[config.mk]
export PLATFORM = sky130hd
export DESIGN_NAME = audio_dac_tx
export DESIGN_NICKNAME = d
export VERILOG_FILES = /design/src/rtl/audio_dac_tx.sv
export SDC_FILE = /design/constraint.sdc
export NUM_CORES = 1
export LEC_CHECK = 0
export ABC_CLOCK_PERIOD_IN_PS = 2300
export CELL_PAD_IN_SITES_DETAIL_PLACEMENT = 0
export CELL_PAD_IN_SITES_GLOBAL_PLACEMENT = 2
export CORE_MARGIN = 2
export CORE_UTILIZATION = 34
export CTS_BUF_LIST = sky130_fd_sc_hd__clkbuf_4 sky130_fd_sc_hd__clkbuf_8 sky130_fd_sc_hd__clkbuf_16
export CTS_CLUSTER_DIAMETER = 150
export DETAILED_ROUTE_END_ITERATION = 12
export HOLD_SLACK_MARGIN = 0.06
export PLACE_DENSITY = 0.84
export SLEW_MARGIN = 20
export SYNTH_ARGS = -nofsm -noshare
export SYNTH_HDL_FRONTEND = slang
export SYNTH_SLANG_ARGS = --single-unit
[constraint.sdc]
create_clock -name AUDIO_CLK -period 2.3 [get_ports AUDIO_CLK]
set_input_delay 0.345 -clock AUDIO_CLK [delete_from_list [all_inputs] [get_ports AUDIO_CLK]]
set_output_delay 0.345 -clock AUDIO_CLK [all_outputs]
set_load 0.01 [all_outputs]
[src/rtl/audio_dac_tx.sv]
// audio_dac_tx: double-buffered I2S transmitter for the codec DAC.
// Captures parallel left/right samples into holding registers, moves them into
// frame registers once per frame, and shifts them out MSB first while
// generating the bit clock and LR clock from AUDIO_CLK. The LR clock also paces
// the upstream synthesizer, so this block sets the audio sample rate.
// Optional build macro: AUD_LEFTJUST_EN selects left-justified framing
// (MSB coincident with the LRCK edge) instead of I2S.
module audio_dac_tx #(
    parameter int AUD_BIT_DEPTH = 24,
    parameter int SLOT_BITS     = 32,
    parameter int BCLK_DIV      = 4
) (
    input  logic                     AUDIO_CLK,
    input  logic                     reset_n,
    input  logic                     enable,
    input  logic [AUD_BIT_DEPTH-1:0] lsound_in,
    input  logic [AUD_BIT_DEPTH-1:0] rsound_in,
    input  logic                     sample_valid,
    input  logic                     underrun_clr,
    output logic                     AUD_BCLK,
    output logic                     AUD_DACLRCK,
    output logic                     AUD_DACDAT,
    output logic                     frame_req,
    output logic                     underrun
);

    localparam int FRAME_BITS = 2 * SLOT_BITS;
    localparam int DW         = $clog2(BCLK_DIV);
    localparam int BW         = $clog2(FRAME_BITS);

    localparam logic [DW-1:0] D_LAST  = DW'(BCLK_DIV - 1);
    localparam logic [DW-1:0] D_HALF  = DW'(BCLK_DIV / 2);
    localparam logic [BW-1:0] B_LAST  = BW'(FRAME_BITS - 1);
    localparam logic [BW-1:0] B_SLOT  = BW'(SLOT_BITS);

    typedef enum logic {
        ST_IDLE,
        ST_RUN
    } state_t;

    state_t state_q, state_n;

    logic [DW-1:0] d_q, d_n;
    logic [BW-1:0] b_q, b_n;
    logic          load;

    logic [AUD_BIT_DEPTH-1:0] hl_q, hr_q;
    logic [AUD_BIT_DEPTH-1:0] fl_q, fr_q;
    logic [AUD_BIT_DEPTH-1:0] fl_n, fr_n;
    logic                     fresh_q;

    logic [BW-1:0]            slot;
    logic [AUD_BIT_DEPTH-1:0] sample_sel;
    logic                     running_n;
    logic                     bclk_n;
    logic                     lrck_n;
    logic                     dat_n;

    // Sequencer: run/idle decision, divider and bit counters, frame-load point
    always_comb begin
        state_n = state_q;
        d_n     = '0;
        b_n     = '0;
        load    = 1'b0;
        case (state_q)
            ST_IDLE: begin
                if (enable) begin
                    state_n = ST_RUN;
                    load    = 1'b1;
                end
            end
            ST_RUN: begin
                if (!enable) begin
                    state_n = ST_IDLE;
                end else if (d_q == D_LAST) begin
                    if (b_q == B_LAST) begin
                        load = 1'b1;
                    end else begin
                        b_n = b_q + 1'b1;
                    end
                end else begin
                    d_n = d_q + 1'b1;
                    b_n = b_q;
                end
            end
            default: state_n = ST_IDLE;
        endcase
    end

    // Next frame contents and serial output bits, derived from post-edge counters
    always_comb begin
        fl_n = fl_q;
        fr_n = fr_q;
        if (load) begin
            fl_n = sample_valid ? lsound_in : hl_q;
            fr_n = sample_valid ? rsound_in : hr_q;
        end

        running_n  = (state_n == ST_RUN);
        lrck_n     = running_n && (b_n >= B_SLOT);
        bclk_n     = running_n && (d_n >= D_HALF);
        slot       = (b_n >= B_SLOT) ? (b_n - B_SLOT) : b_n;
        sample_sel = (b_n >= B_SLOT) ? fr_n : fl_n;

        dat_n = 1'b0;
        for (int i = 0; i < AUD_BIT_DEPTH; i++) begin
`ifdef AUD_LEFTJUST_EN
            if (slot == BW'(AUD_BIT_DEPTH - 1 - i)) begin
                dat_n = sample_sel[i];
            end
`else
            if (slot == BW'(AUD_BIT_DEPTH - i)) begin
                dat_n = sample_sel[i];
            end
`endif
        end
        dat_n = dat_n && running_n;
    end

    // State and counter registers
    always_ff @(posedge AUDIO_CLK or negedge reset_n) begin
        if (!reset_n) begin
            state_q <= ST_IDLE;
            d_q     <= '0;
            b_q     <= '0;
        end else begin
            state_q <= state_n;
            d_q     <= d_n;
            b_q     <= b_n;
        end
    end

    // Holding registers capture every strobe; fresh marks an unconsumed sample
    always_ff @(posedge AUDIO_CLK or negedge reset_n) begin
        if (!reset_n) begin
            hl_q    <= '0;
            hr_q    <= '0;
            fresh_q <= 1'b0;
        end else begin
            if (sample_valid) begin
                hl_q <= lsound_in;
                hr_q <= rsound_in;
            end
            if (load) begin
                fresh_q <= 1'b0;
            end else if (sample_valid) begin
                fresh_q <= 1'b1;
            end
        end
    end

    // Frame registers hold the sample pair being shifted out this frame
    always_ff @(posedge AUDIO_CLK or negedge reset_n) begin
        if (!reset_n) begin
            fl_q <= '0;
            fr_q <= '0;
        end else begin
            fl_q <= fl_n;
            fr_q <= fr_n;
        end
    end

    // Sticky underrun: a load with no fresh sample sets it, and setting beats clearing
    always_ff @(posedge AUDIO_CLK or negedge reset_n) begin
        if (!reset_n) begin
            underrun <= 1'b0;
        end else if (load && !fresh_q && !sample_valid) begin
            underrun <= 1'b1;
        end else if (underrun_clr) begin
            underrun <= 1'b0;
        end
    end

    // Registered serial outputs so the DAC sees glitch-free clocks and data
    always_ff @(posedge AUDIO_CLK or negedge reset_n) begin
        if (!reset_n) begin
            AUD_BCLK    <= 1'b0;
            AUD_DACLRCK <= 1'b0;
            AUD_DACDAT  <= 1'b0;
            frame_req   <= 1'b0;
        end else begin
            AUD_BCLK    <= bclk_n;
            AUD_DACLRCK <= lrck_n;
            AUD_DACDAT  <= dat_n;
            frame_req   <= load;
        end
    end

endmodule

* Word-level counts from Yosys, hierarchy flattened
Index checks and enable logic that the tools add are counted.
** Storage, ports and cells
- Flip-flop bits (word level) :: 111
- Input bits :: 53
- Output and inout bits :: 5
- Logic and storage cells :: 100
** Cells by class
- Add/sub/neg operators :: 3
- Order comparisons :: 2
- Eq/ne operators :: 26
- Multiplexer cells :: 46
- Bitwise operators :: 1
- Reduce and logical (&&, ||, !) cells :: 9
** Operators with widths (count)
- 2-to-1 mux 24 bit :: 5
- equality test 6 x 5 -> 1 bit, second input constant :: 9
- equality test 6 x 4 -> 1 bit, second input constant :: 8
- 2-to-1 mux 1 bit :: 32
- 2-to-1 mux 6 bit :: 5
- equality test 6 x 3 -> 1 bit, second input constant :: 4
- equality test 6 x 2 -> 1 bit, second input constant :: 2
- adder 6 x 1 -> 6 bit, second input constant :: 1
- equality test 6 x 1 -> 1 bit, second input constant :: 1
- equality test 6 bit, second input constant :: 1
- greater-or-equal comparator 6 bit, second input constant :: 1
- 2-to-1 mux 2 bit :: 3
- subtractor 6 bit, second input constant :: 1
- logical AND 1 bit :: 5
- nonzero test 2 bit :: 2
- adder 2 x 1 -> 2 bit, second input constant :: 1
- equality test 2 bit, second input constant :: 1
- greater-or-equal comparator 2 bit, second input constant :: 1
- logical NOT 1 bit :: 2
- case mux 1 bit (2 select lines) :: 1
- NOT 1 bit :: 1

* Depth between registers and ports, before layout
Gate-level depths: netlist of the first run.
- Depth after elaboration :: 33
- Gate-level depth with buffers :: 13
- Depth with buffers taken out :: 10

* Worst setup path after synthesis of the first run
No wires, ideal clock.
- Kind :: register to register
- Start point :: reg d_q[0]
- End point :: reg AUD_DACDAT
- Setup time :: 131 ps
- Data arrival time :: 2377 ps
- Required time :: 2169 ps
- Setup slack :: -207 ps
- Cell stages (with the launch flop) :: 14
- Buffers on the path :: 3
- Period minus slack after synthesis :: 2507 ps
- Cells stage by stage :: dfrtp_1 -> ha_1 -> buf_6 -> and4_4 -> buf_6 -> a21oi_4 -> inv_2 -> buf_6 -> mux2_4 -> mux2i_1 -> nor2_1 -> o21a_1 -> o311ai_1 -> nand3_1
** Between the ends
- Elaborated cells on any way between the ends :: 62
- Classes of those cells :: add/sub: 1; order compare: 1; eq/ne: 25; mux: 34; reduce/logical: 1
** RTL lines
- from (decl) :: RTL line 43 : logic [DW-1:0] d_q, d_n;
- from (signal assigned) :: RTL line 128 : d_q <= d_n;
- equality test 2 bit :: RTL line 75 : end else if (d_q == D_LAST) begin
- 2-to-1 mux 1 bit :: RTL line 75
- 2-to-1 mux 1 bit :: RTL line 73 : if (!enable) begin
- case mux 1 bit (2 select lines) :: RTL line 65 : case (state_q)
- 2-to-1 mux 24 bit :: RTL line 94 : if (load) begin
- via fl_n[14] :: RTL line 49 : logic [AUD_BIT_DEPTH-1:0] fl_n, fr_n;
- 2-to-1 mux 24 bit :: RTL line 103 : sample_sel = (b_n >= B_SLOT) ? fr_n : fl_n;
- 2-to-1 mux 1 bit (10 in series) :: RTL line 112 : if (slot == BW'(AUD_BIT_DEPTH - i)) begin
- logical AND 1 bit :: RTL line 117 : dat_n = dat_n && running_n;
- via dat_n :: RTL line 57 : logic dat_n;
- to (signal assigned) :: RTL line 184 : AUD_DACDAT <= dat_n;
- to (decl) :: RTL line 22 : output logic AUD_DACDAT,
The timed path passes the listed nets, and every way through them passes these cells.
A chain may end at the register's enable or synchronous reset.

* Final worst setup path of the first run
- Start point :: reg d_q[0]
- End point :: reg AUD_DACDAT
** Between the ends
- Longest elaborated chain between the ends :: 32
- Elaborated cells on any way between the ends :: 62
- Classes of those cells :: add/sub: 1; order compare: 1; eq/ne: 25; mux: 34; reduce/logical: 1
** RTL lines
- equality test 2 bit * :: RTL line 75
- 2-to-1 mux 6 bit :: RTL line 75
- 2-to-1 mux 6 bit :: RTL line 73
- 2-to-1 mux 6 bit :: RTL line 65
- subtractor 6 bit or greater-or-equal comparator 6 bit (tied branches) :: RTL line 102, 103
- 2-to-1 mux 6 bit :: RTL line 102 : slot = (b_n >= B_SLOT) ? (b_n - B_SLOT) : b_n;
- equality test 6 x 5 -> 1 bit :: RTL line 112
- 2-to-1 mux 1 bit (23 in series) :: RTL line 112
- 2-to-1 mux 1 bit * :: RTL line 112
- logical AND 1 bit * :: RTL line 117
- via dat_n :: RTL line 57
The timed path passes the listed nets; every way through them passes the cells marked *.

==> metrics.csv, run 1 <==
metric,value,unit
max-cap check violation count,0,
Detailed Place HPWL,8600,µm
cells after synthesis,417,
Sinks on Clock Net,111,
class of the most critical setup path,flip-flop to flip-flop,
kind of path behind the tightest hold check,input pin to flip-flop,
data required time at the worst endpoint,2.54,ns
share of synthesized registers carrying an async set or reset,1.00,
Clock H-tree levels,3,
filler cell count in the final layout,1305,
count of input and output buffers,57,
Fmax achieved,397,MHz
cell taking the most area after synthesis,dfrtp_1,
Post-synth top flop,dfrtp_1,
crit start category,flip-flop,
top-area cell type share of the netlist area,0.555,
net load switching power,1.06,mW
Syn-to-layout area delta,38.4,%
Post-Synthesis Cell Area,5000,µm²
initial antenna violation count,0,
Finished Layout Cells,741,
via count,3589,
count of unique library cells instantiated by Yosys,64,
root cell of the clock tree,clkbuf_16,
cell at the slowest stage of the critical path,dfrtp_1,
Clock transition at path regs,0.07,ns
clk_lat worst skew,0.35,ns
setup_tns,-0.219,ns
part of the total power dissipated in sequential elements,0.486,
TritonCTS clock tree,yes,
Total Die Area,15700,µm²
unrepaired setup endpoints after global routing,true,
Finish-stage setup viols,1,
outcome,"finished, violations left",
transition time of the tightest slew-check pin,0.578,ns
number of flip-flops and latches in the synthesized netlist,111,
P_leak,3.12,nW
clock tree skew after final layout,0.00877,ns
clk buf depth,2,
worst-path cell chain,"ha_4, buf_6, xnor2_4, buf_6, nand2b_4, or3_4, or3_1, a31oi_2, a21oi_2, o311ai_2, nand3_1",
cell type group with the largest total delay on the critical path,simple AND/OR/NAND/NOR gates,
max-slew headroom at the worst pin,0.615,
total routed wirelength,12000,µm
number of global-route vias before repair,3889,
vias per std cell,4.84,
max incr delay on CP,0.41,ns
Chip Width,125,µm
power per unit of standard cell area,673,nW/µm²
most used standard cell by instance count after synthesis,dfrtp_1,
largest driver fanout on the critical path,7,
number of warnings issued by yosys,0,
sequential-to-total area share from yosys stat,0.555,
chip height,125,µm
maximum number of pins on one net before global-route repair,43,
"Hold Vio Cnt, Final",0,
Tot GR Track Use,0.158,
Initial DRC Count,183,
wire length of the first global-routing pass,19600,µm
failing checks,setup timing,
leading cell types by total area after synthesis,"dfrtp_1 56%, mux2_2 16%, nand2_1 4.8%",
cell mode on critical path,buf_6,
number of placed cells counting well taps,707,
share of total power in combinational logic,0.144,
max-slew violation count,0,
post-synthesis area per instance,12.0,µm²
standard cell core area,14500,µm²
top cells by instance count after synthesis,"111 x dfrtp_1, 72 x mux2_2, 64 x nand2_1, 22 x nor2_1, 14 x mux2i_1",
Post-synth EDFFs,0,
number of nets in the synthesized netlist,472,
cell count of the worst hold path,3,
number of buffers created by CTS,9,
Antenna Diode Count,0,
leftover overflow at the end of global routing,0,
maximum vdd ir drop,375,µV
Site Rows,44,
Total Power Consumption,4.66,mW
fraction of layout instances using a drive strength above 1,0.366,
time the worst path needs with I/O delays and setup,2.52,ns
net switching share of the total power,0.228,
part of the cycle the worst path needs,1.10,
number of buffers and inverters on the critical path,2,
final worst slack,-0.219,ns
routability-driven placement congestion ratio,0.904,
Post-layout nets,607,
category of the worst setup path capture point,flip-flop,
arrival time worst endpoint,2.75,ns
critical path depth,11,
Top Ports,58,
count of nets left with antenna violations after detail routing,0,
effective utilization at floorplan,0.346,
post-route DRC violation count,0,
detail-routed net length per standard cell,16.1,µm
depth of the most critical reg-to-reg path,11,
internal power of the cells,3.60,mW
detailed-routing iteration count for the pre-antenna-repair pass,4,
Clk pwr share,0.370,
==> metal layers <==
metal  vias to the layer above  GRT usage  share of wire
met5                         -          0              0
met4                         0     0.0634          0.019
met3                        17     0.0300          0.036
met2                        74      0.260           0.48
met1                      1756      0.206           0.47
li1                       1742          -              -
==> what timing repair did <==
action / in CTS / in global routing
setup buffers: 8 / 7
gates resized for setup: 27 / 4
endpoints found under the setup margin: 1 / 1
cloned: 2 / 0
hold buffers: 1 / 0
hold endpoints to repair: 40 / 0
pin swaps: 15 / 7
==> path summary, 6_finish.rpt <==
kind / slack (ns) / to / start
max: -0.22 / AUD_DACDAT / d_q[0]
min: 0.46 / hr_q[1] / sample_valid
max reg2reg: -0.22 / AUD_DACDAT / d_q[0]
min reg2reg: 0.48 / fresh_q / fresh_q
max in group asynchronous: 1.14 / hl_q[20] / reset_n
min in group asynchronous: 0.53 / hr_q[14] / reset_n
==> cells by family (layout without fill, tap and decap cells) <==
group | Yosys count | in the layout | share of synthesized area
buffers and inverters | 32 | 172 | 0.0335
AO/OA/AOI/OAI | 54 | 54 | 0.0810
XOR/XNOR | 5 | 5 | 0.00875
adder cells (fa/ha/maj) | 2 | 2 | 0.00500
multiplexers | 90 | 90 | 0.202
flip-flops | 111 | 111 | 0.555
AND/OR/NAND/NOR | 123 | 123 | 0.115
==> power groups by stage <==
stage / Sequential (mW) / Combinational, mW / Clock [mW]
2_1_floorplan: 2.27 / 0.356 / 0
3_3_place_gp: 2.29 / 0.623 / 0
3_5_place_dp: 2.30 / 0.639 / 0
4_1_cts: 2.27 / 0.683 / 1.79
5_1_grt: 2.29 / 0.748 / 1.86
6_report: 2.26 / 0.671 / 1.73
==> cell usage in the layout, fill, tap and decap left out, types with 8 or more instances in the layout <==
| master | n |
|---|---|
| dfrtp_1 | 110 |
| buf_4 | 74 |
| mux2_2 | 70 |
| nand2_1 | 63 |
| clkdlybuf4s50_1 | 55 |
| nor2_1 | 22 |
| mux2i_1 | 11 |
| clkbuf_16 | 9 |
| inv_1 | 8 |
==> per-stage QoR <==
| step | util | hold WS, ns | worst slack [ns] | cell area [µm²] |
|---|---|---|---|---|
| 6_report | 0.478 | 0.460 | -0.219 | 6920 |
| 2_1_floorplan | - | 0.0494 | -0.173 | 5010 |
| 3_5_place_dp | 0.433 | 0.377 | -0.514 | 6270 |
| 4_1_cts | 0.472 | 0.449 | -0.207 | 6840 |
| 5_1_grt | 0.478 | 0.481 | -0.312 | 6920 |
| 3_3_place_gp | 0.433 | 0.366 | -0.519 | 6270 |
==> state kept, by name, summed over array words and instances (netlist names) <==
| register | cells |
|---|---|
| fresh_q | 1 |
| underrun | 1 |
| AUD_DACDAT | 1 |
| hr_q | 24 |
| AUD_BCLK | 1 |
| frame_req | 1 |
| state_q | 1 |
| b_q | 6 |
| fr_q | 24 |
| d_q | 2 |
| AUD_DACLRCK | 1 |
| fl_q | 24 |
| hl_q | 24 |
==> tightest hold or removal path, stage by stage <==
cell and delay (ns):
buf_2 0.13, buf_12 0.14, mux2_2 0.16
==> cell type report <==
type | count | area (µm²) | share of cell area
well taps | 184 | 230 | 0.0333
clock buffers | 12 | 260 | 0.0376
inverters | 12 | 48.8 | 0.00705
clock inverters | 4 | 76.3 | 0.0110
flip-flops and latches | 111 | 2780 | 0.401
multi-input cells | 274 | 2170 | 0.313
repair buffers | 144 | 1360 | 0.197
Power figures use the tool's default switching activity.
==> run 2, diff against run 1 <==
--- a/config.mk
+++ b/config.mk
@@ -15,6 +15,7 @@
 export DETAILED_ROUTE_END_ITERATION = 12
 export HOLD_SLACK_MARGIN = 0.06
 export PLACE_DENSITY = 0.84
+export RECOVER_POWER = 25
 export SLEW_MARGIN = 20
 export SYNTH_ARGS = -nofsm -noshare
 export SYNTH_HDL_FRONTEND = slang
==> run 2 against run 1 <==
Against the previous run:
- the flow still finishes with violations (setup timing)
- largest power group unchanged
- register-to-register slack about the same
- clock power about the same
- worst hold slack got worse by 0.0046 ns
- sequential cell count unchanged
- clock skew decreased by 0.0032 ns
- first-iteration DRC count increased by 3.3%
- via count decreased by 0.31%
- core utilization decreased by 0.069 points
- combinational power decreased by 2%
- die area unchanged
==> metrics.csv, run 2 (synthesis results as in run 1) <==
metric,value,unit,change
Tot GR Track Use,0.158,,unchanged
Clock transition at path regs,0.07,ns,about the same
count of input and output buffers,57,,unchanged
Post-layout nets,607,,unchanged
final instance area,6910,µm²,-0.14%
clk_lat worst skew,0.35,ns,about the same
Chip Width,125,µm,unchanged
max-cap check violation count,0,,unchanged
"top library cells by usage in the layout, fill and taps aside","110 x dfrtp_1, 71 x buf_4, 63 x nand2_1",,
Site Rows,44,,unchanged
post-route DRC violation count,0,,unchanged
post-detailed-placement cell area,6270,µm²,unchanged
wire length of the first global-routing pass,19600,µm,unchanged
initial antenna violation count,0,,unchanged
crit start category,flip-flop,,
maximum vdd ir drop,375,µV,about the same
clk buf depth,2,,unchanged
Finish-stage setup viols,1,,unchanged
outcome,"finished, violations left",,
effective utilization at floorplan,0.346,,unchanged
Total Die Area,15700,µm²,unchanged
Initial DRC Count,189,,+3.3%
Clock H-tree levels,3,,unchanged
TritonCTS clock tree,yes,,
power per unit of standard cell area,672,nW/µm²,-0.15%
kind of path behind the tightest hold check,input pin to flip-flop,,
detail-routed net length per standard cell,16.1,µm,-0.33%
largest driver fanout on the critical path,7,,unchanged
P_leak,3.12,nW,-0.13%
area of all sequential standard cells,2780,µm²,unchanged
transition time of the tightest slew-check pin,1.13,ns,+0.555 ns
Top Ports,58,,unchanged
Sinks on Clock Net,111,,unchanged
total routed wirelength,11900,µm,-0.33%
failing checks,setup timing,,
"Hold Vio Cnt, Final",0,,unchanged
class of the most critical setup path,flip-flop to flip-flop,,
Fmax achieved,397,MHz,-0.11%
leftover overflow at the end of global routing,0,,unchanged
max incr delay on CP,0.41,ns,about the same
vias per std cell,4.83,,-0.31%
max-slew headroom at the worst pin,0.244,,-0.370
Syn-to-layout area delta,38.2,%,
chip height,125,µm,unchanged
standard cell core area,14500,µm²,unchanged
filler cell count in the final layout,1310,,+0.38%
root cell of the clock tree,clkbuf_16,,
Total Power Consumption,4.65,mW,-0.29%
"most common cell after layout, fill and taps aside",dfrtp_1,,
data required time at the worst endpoint,2.53,ns,about the same
max-slew violation count,0,,unchanged
time the worst path needs with I/O delays and setup,2.52,ns,+0.00289 ns
clock tree skew after final layout,0.00557,ns,-0.00320 ns
via count,3578,,-0.31%
total area of multi-input combinational cells,2170,µm²,unchanged
maximum number of pins on one net before global-route repair,43,,unchanged
number of global-route vias before repair,3889,,unchanged
worst-path cell chain,"ha_4, buf_6, xnor2_4, buf_6, nand2b_4, or3_4, or3_1, a31oi_2, a21oi_2, o311ai_2, nand3_1",,
Detailed Place HPWL,8600,µm,unchanged
category of the worst setup path capture point,flip-flop,,
routability-driven placement congestion ratio,0.904,,unchanged
final worst slack,-0.222,ns,-0.00289 ns
part of the cycle the worst path needs,1.10,,+0.00126
Antenna Diode Count,0,,unchanged
number of buffers created by CTS,9,,unchanged
unrepaired setup endpoints after global routing,true,,
arrival time worst endpoint,2.75,ns,about the same
fraction of layout instances using a drive strength above 1,0.311,,-0.0557
cell mode on critical path,buf_6,,
"setup slack, reg-to-reg",-0.22,ns,about the same
detailed-routing iteration count for the pre-antenna-repair pass,4,,unchanged
count of nets left with antenna violations after detail routing,0,,unchanged
cell at the slowest stage of the critical path,dfrtp_1,,
[run 2: cell count changes in the layout (fill, tap and decap cells not counted), moves of 2 or more]
cell             change
mux2_1              +29
mux2_2              -29
buf_4                -3
clkbuf_1             +2
clkdlybuf4s50_1      -2
dlygate4sd3_1        +2
[run 2: path summary, 6_finish.rpt]
kind,from,end,depth (start not counted)
hold reg to reg,fresh_q,fresh_q,2
setup / recovery,d_q[0],AUD_DACDAT,11
setup reg to reg,d_q[0],AUD_DACDAT,11
min in group asynchronous,reset_n,hl_q[14],2
max in group asynchronous,reset_n,hl_q[20],3
hold / removal,sample_valid,hr_q[12],3
[run 2: through the flow]
stage | hold slack [ns] | setup slack, ns | util | TNS, ns | cells
after floorplan | 0.0494 | -0.173 | - | -0.173 | 417
after global placement | 0.366 | -0.519 | 0.433 | -0.519 | 707
after detailed placement | 0.377 | -0.514 | 0.433 | -0.514 | 707
after CTS | 0.449 | -0.207 | 0.472 | -0.207 | 734
after global routing | 0.480 | -0.312 | 0.477 | -0.312 | 741
final | 0.455 | -0.222 | 0.477 | -0.222 | 741
[run 2: critical path: cells and delay by family, from the launching register on]
kind | cells | cell delay (ns)
simple gates | 4 | 1.04
flops | 1 | 0.41
compound gates | 3 | 0.39
buf+inv | 2 | 0.26
fa+ha+maj | 1 | 0.18
xor+xnor | 1 | 0.13
[run 2: area by class of cell]
type / instances / area share
clock buffers: 12 / 0.0376
clock inverters: 4 / 0.0110
inverters: 12 / 0.00706
multi-input cells: 274 / 0.313
flip-flops and latches: 111 / 0.402
well taps: 184 / 0.0333
repair buffers: 144 / 0.195
[run 2: routing by layer]
layer | routed length (µm) | global-route usage | up-vias
met5 | 0 | 0 | -
li1 | - | - | 1738
met2 | 5700 | 0.260 | 71
met3 | 439 | 0.0300 | 17
met4 | 225 | 0.0634 | 0
met1 | 5550 | 0.206 | 1752
[run 2: report_power, final]
part / total, mW / internal, mW / switching [mW]
combinational: 0.655 / 0.362 / 0.293
clock: 1.73 / 1.03 / 0.699
sequential: 2.26 / 2.19 / 0.0735
[run 2: what timing repair did]
action	CTS	global route
pin swaps	15	7
resized for setup	27	4
endpoints found under the setup margin	1	1
hold buffers	1	0
gates cloned	2	0
buffers inserted	8	7
hold endpoints to repair	40	0
==> run 3, diff against run 2 <==
--- a/config.mk
+++ b/config.mk
@@ -16,7 +16,7 @@
 export HOLD_SLACK_MARGIN = 0.06
 export PLACE_DENSITY = 0.84
 export RECOVER_POWER = 25
-export SLEW_MARGIN = 20
+export SLEW_MARGIN = 10
 export SYNTH_ARGS = -nofsm -noshare
 export SYNTH_HDL_FRONTEND = slang
 export SYNTH_SLANG_ARGS = --single-unit
==> results of run 3 <==
Final layout, timing and power as in run 2 (identical DEF).
